`src/rtl/uart_rx.sv`:
```
// 8N1 UART receiver: 2-FF synchronizer, centre-sampled start/data/stop bits, byte + one-cycle valid strobe.
// Define UART_RX_MAJORITY_EN to make every bit decision a 2-of-3 vote over the last three synchronized samples.
module uart_rx #(
    parameter int CLKS_PER_BIT = 217
) (
    input  logic       i_Clock,
    input  logic       i_Reset,
    input  logic       i_Rx_Serial,
    output logic       o_Rx_DV,
    output logic [7:0] o_Rx_Byte,
    output logic       o_Rx_Active,
    output logic       o_Rx_Frame_Err
);

    localparam logic [31:0] HALF = 32'((CLKS_PER_BIT - 1) / 2);
    localparam logic [31:0] LAST = 32'(CLKS_PER_BIT - 1);

    typedef enum logic [2:0] {
        IDLE,
        START,
        DATA,
        STOP,
        CLEANUP
    } state_t;

    state_t      state;
    logic        rx_meta;
    logic        r_Rx;
    logic [31:0] count;
    logic [2:0]  bit_index;
    logic [7:0]  shift;
    logic        sample;

    always_ff @(posedge i_Clock) begin
        if (i_Reset) begin
            rx_meta <= 1'b1;
            r_Rx    <= 1'b1;
        end else begin
            rx_meta <= i_Rx_Serial;
            r_Rx    <= rx_meta;
        end
    end

`ifdef UART_RX_MAJORITY_EN
    // rx_hist[0] is r_Rx one cycle back, rx_hist[1] two cycles back; decision counts are >= 3,
    // so the window never reaches across the previous state.
    logic [1:0] rx_hist;

    always_ff @(posedge i_Clock) begin
        if (i_Reset) begin
            rx_hist <= '1;
        end else begin
            rx_hist <= {rx_hist[0], r_Rx};
        end
    end

    always_comb begin
        sample = (rx_hist[1] & rx_hist[0]) | (rx_hist[1] & r_Rx) | (rx_hist[0] & r_Rx);
    end
`else
    always_comb begin
        sample = r_Rx;
    end
`endif

    always_ff @(posedge i_Clock) begin
        if (i_Reset) begin
            state          <= IDLE;
            count          <= '0;
            bit_index      <= '0;
            shift          <= '0;
            o_Rx_Byte      <= '0;
            o_Rx_DV        <= 1'b0;
            o_Rx_Active    <= 1'b0;
            o_Rx_Frame_Err <= 1'b0;
        end else begin
            o_Rx_DV        <= 1'b0;
            o_Rx_Frame_Err <= 1'b0;
            case (state)
                IDLE: begin
                    count <= '0;
                    if (!r_Rx) begin
                        state       <= START;
                        o_Rx_Active <= 1'b1;
                    end
                end
                START: begin
                    if (count == HALF) begin
                        count <= '0;
                        if (!sample) begin
                            state     <= DATA;
                            bit_index <= '0;
                        end else begin
                            state       <= IDLE;
                            o_Rx_Active <= 1'b0;
                        end
                    end else begin
                        count <= count + 32'd1;
                    end
                end
                DATA: begin
                    if (count == LAST) begin
                        count            <= '0;
                        shift[bit_index] <= sample;
                        bit_index        <= bit_index + 3'd1;
                        if (bit_index == 3'd7) begin
                            state <= STOP;
                        end
                    end else begin
                        count <= count + 32'd1;
                    end
                end
                STOP: begin
                    if (count == LAST) begin
                        count       <= '0;
                        o_Rx_Byte   <= shift;
                        o_Rx_Active <= 1'b0;
                        state       <= CLEANUP;
                        if (sample) begin
                            o_Rx_DV <= 1'b1;
                        end else begin
                            o_Rx_Frame_Err <= 1'b1;
                        end
                    end else begin
                        count <= count + 32'd1;
                    end
                end
                CLEANUP: begin
                    // A low line here is a break; wait for it to go high so it cannot look like a new start bit.
                    count <= '0;
                    if (r_Rx) begin
                        state <= IDLE;
                    end
                end
                default: begin
                    state <= IDLE;
                    count <= '0;
                end
            endcase
        end
    end

endmodule

```
`config.mk`:
```
export PLATFORM = sky130hd
export DESIGN_NAME = uart_rx
export DESIGN_NICKNAME = d
export VERILOG_FILES = /design/src/rtl/uart_rx.sv
export SDC_FILE = /design/constraint.sdc
export NUM_CORES = 1
export LEC_CHECK = 0
export CAP_MARGIN = 0
export CELL_PAD_IN_SITES_DETAIL_PLACEMENT = 1
export CELL_PAD_IN_SITES_GLOBAL_PLACEMENT = 2
export CORE_AREA = 2 2 94 96
export DETAILED_ROUTE_END_ITERATION = 8
export DIE_AREA = 0 0 96 98
export GPL_TIMING_DRIVEN = 0
export HOLD_SLACK_MARGIN = 0.15
export PLACE_DENSITY = 0.81
export SLEW_MARGIN = 20
export SYNTH_ARGS = -nofsm -noshare
export SYNTH_HDL_FRONTEND = slang
export SYNTH_SLANG_ARGS = --single-unit
```
`constraint.sdc`:
```
create_clock -name i_Clock -period 3.17 [get_ports i_Clock]
set_input_delay 0.634 -clock i_Clock [delete_from_list [all_inputs] [get_ports i_Clock]]
set_output_delay 0.634 -clock i_Clock [all_outputs]
set_load 0.02 [all_outputs]
```
==> impl_metrics.ini <==
[outcome]
status = complete, no violations

[sta]
fin_skew_ns = 0.0143
post-route-worst-setup-slack_ns = 0.757
hold_viol = 0
rsz0062_at_grt = false
fin_tns_setup_ns = 0
tightest_slew_ns = 0.783
slew_headroom_pct = 47.4
report.final.slew_viol_count = 0
finalSetupViolCount = 0
fin_hold_ws_ns = 0.414
min_period_over_period_pct = 76.1
fin_crit_ns = 2.41
max_freq_mhz = 414

[floorplanning]
die_w_um = 96
die_y_um = 98
initial_core_util_pct = 33.8
core_region_area_um2 = 8470
ios = 14
rows = 34
die_area_um2 = 9410

[detailed_routing]
finalWirelength_um = 6350
drtIter0Drc = 58
dr.pass1.iters = 4
wl_per_cell_um = 14.1
ant_nets = 0
vias = 2259
drc_errors = 0
via_per_inst = 5.03

[clock_network]
cts_tree = yes
cts.sinks = 59
hold_buffers = 0
clockBufferDepth = 2
cts.root.buffer_cell = clkbuf_8
cts.clk_slew.worst_paths_ns = 0.08
cts-resized-gates = 0
insertion_delay_ns = 0.34
cts_max_level = 3
cts_post_setup_buffers_inserted = 0
cts_buffers = 9

[grt]
grt_pass1_vias = 2337
grt-ovfl-total = 0
grt_pass1_wl_um = 11200
antenna_found_initial = 0
grt_max_degree = 13
grtUsageTotal_pct = 15.1

[worst_hold_path]
whs_path_depth = 1
hold_path.class = flop to flop

[logic_synthesis]
synth-edff-count = 0
synth_ff_type = dfxtp_1
synth_area_um2 = 2860
ys_ff_latch = 59
ys_warn_count = 0
yosys.area.top_type_share_pct = 41.3
async_reset_ff_share_pct = 0
synth.avg_cell_area_um2 = 9.17
synth.distinct_cells = 51
yosysTopAreaCell = dfxtp_1
synth_cells = 312
synthTopCellsByArea = dfxtp_1 41%, xnor2_1 7.0%, nor2_1 6.7%
syn_nets = 319
yosysSeqAreaShare_pct = 41.3

[pwr]
ir_drop_v = 0.000208
p_per_area_nw_per_um2 = 453
leakagePower_nw = 1.06
fin_total_pwr_mw = 1.51

[worst_setup_path]
crit_fanout = 7
crit_type = flop to flop
endpoint_kind = flop
ff2ff_path_depth = 7
critPathLaunchType = flop
required_ns = 3.43
critPathArrivalTime_ns = 2.67

[finish]
area_delta_synth_final_pct = 16.6
fin_nets = 343
layout_commonest_cell = dfxtp_1
multiInputGateArea_um2 = 1550
diodes = 0
seq_area_um2 = 1180
fillers = 985
layout.cells.most_common_list = 59 x dfxtp_1, 51 x nor2_1, 23 x xnor2_1
drive_gt1_share_pct = 12.6

[placed_design]
pre_cts_ws_ns = 0.793
dp_hpwl_um = 4450
portBuffers = 13
gp_congestion = 0.762

[flow_run]
maxCapViolCount = 0
critical path, cell delays in order, from the launching register on:
cell and delay (ns):
dfxtp_1 0.36, inv_1 0.07, ha_1 0.13, nor4b_2 0.21, nand4_2 0.32, nor3_1 0.74, nand3_1 0.27, nor3b_1 0.23
state kept, by name, summed over array words and instances, names as in the netlist, 3 cells and up:
register / count
shift: 8
count: 32
bit_index: 3
state: 3
o_Rx_Byte: 8
kinds of logic after synthesis:
kind of cell	count (synthesis)	share of synthesized area, %
simple gates	163	32.1
buf+inv	21	4.55
compound gates	17	4.64
flops	59	41.3
xor+xnor	30	9.19
fa+ha+maj	4	1.75
mux	18	6.47
power by group:
group          total [mW]  switching (mW)  internal (mW)
clock network       0.730           0.339          0.391
logic              0.0353          0.0178         0.0175
registers           0.746         0.00246          0.743
total                1.51           0.359           1.15
layer usage:
metal / global-route usage, % / wire length (um) / up-vias / part of all wire [%]
met5: 0 / 0 / - / 0
met4: 5.82 / 63 / 0 / 0.99
met3: 3.63 / 123 / 4 / 1.9
met2: 23.2 / 2980 / 18 / 47
met1: 20.5 / 3180 / 1108 / 50
li1: - / - / 1129 / -
final timing paths:
| path | from | end | slack, ns |
|---|---|---|---|
| setup / recovery | count[1]$_SDFF_PP0_ | o_Rx_DV$_SDFF_PP0_ | 0.76 |
| hold / removal | rx_meta$_SDFF_PP1_ | r_Rx$_SDFF_PP1_ | 0.41 |
| setup reg to reg | count[1]$_SDFF_PP0_ | o_Rx_DV$_SDFF_PP0_ | 0.76 |
| hold reg to reg | rx_meta$_SDFF_PP1_ | r_Rx$_SDFF_PP1_ | 0.41 |
cell type report:
type / count / share of cell area [%]
tap: 108 / 4.05
buffer: 14 / 3.11
inverter: 7 / 0.788
timing repair buffer: 13 / 3.90
clock inverter: 6 / 2.14
sequential: 59 / 35.4
multi-input combinational: 232 / 46.5
clock buffer: 10 / 4.13
synthesized netlist by cell type (2+ instances only):
| library cell | number |
|---|---|
| or2_2 | 2 |
| nor3b_1 | 2 |
| and4_1 | 5 |
| or3_1 | 2 |
| nor3_1 | 13 |
| dfxtp_1 | 59 |
| buf_2 | 3 |
| a21oi_1 | 6 |
| nand2b_1 | 14 |
| nor2_1 | 51 |
| inv_1 | 7 |
| ha_1 | 4 |
| nand4_1 | 10 |
| clkbuf_8 | 4 |
| nand2_1 | 16 |
| xnor2_1 | 23 |
| mux2i_1 | 17 |
| xor2_1 | 7 |
| nor2b_1 | 5 |
| nor4_1 | 6 |
| nor4b_1 | 4 |
| clkbuf_1 | 5 |
| and2b_2 | 2 |
| nand3_1 | 14 |
| and2_1 | 4 |
| o31ai_1 | 2 |
per-stage QoR:
stage / util [%] / cell area, um2 / std cells
after floorplan: - / 2860 / 312
after global placement: 36.9 / 3130 / 433
after detailed placement: 36.9 / 3130 / 433
after CTS: 39.4 / 3330 / 449
after global routing: 39.4 / 3330 / 449
final: 39.4 / 3330 / 449
(Power assumes the default switching activity.)
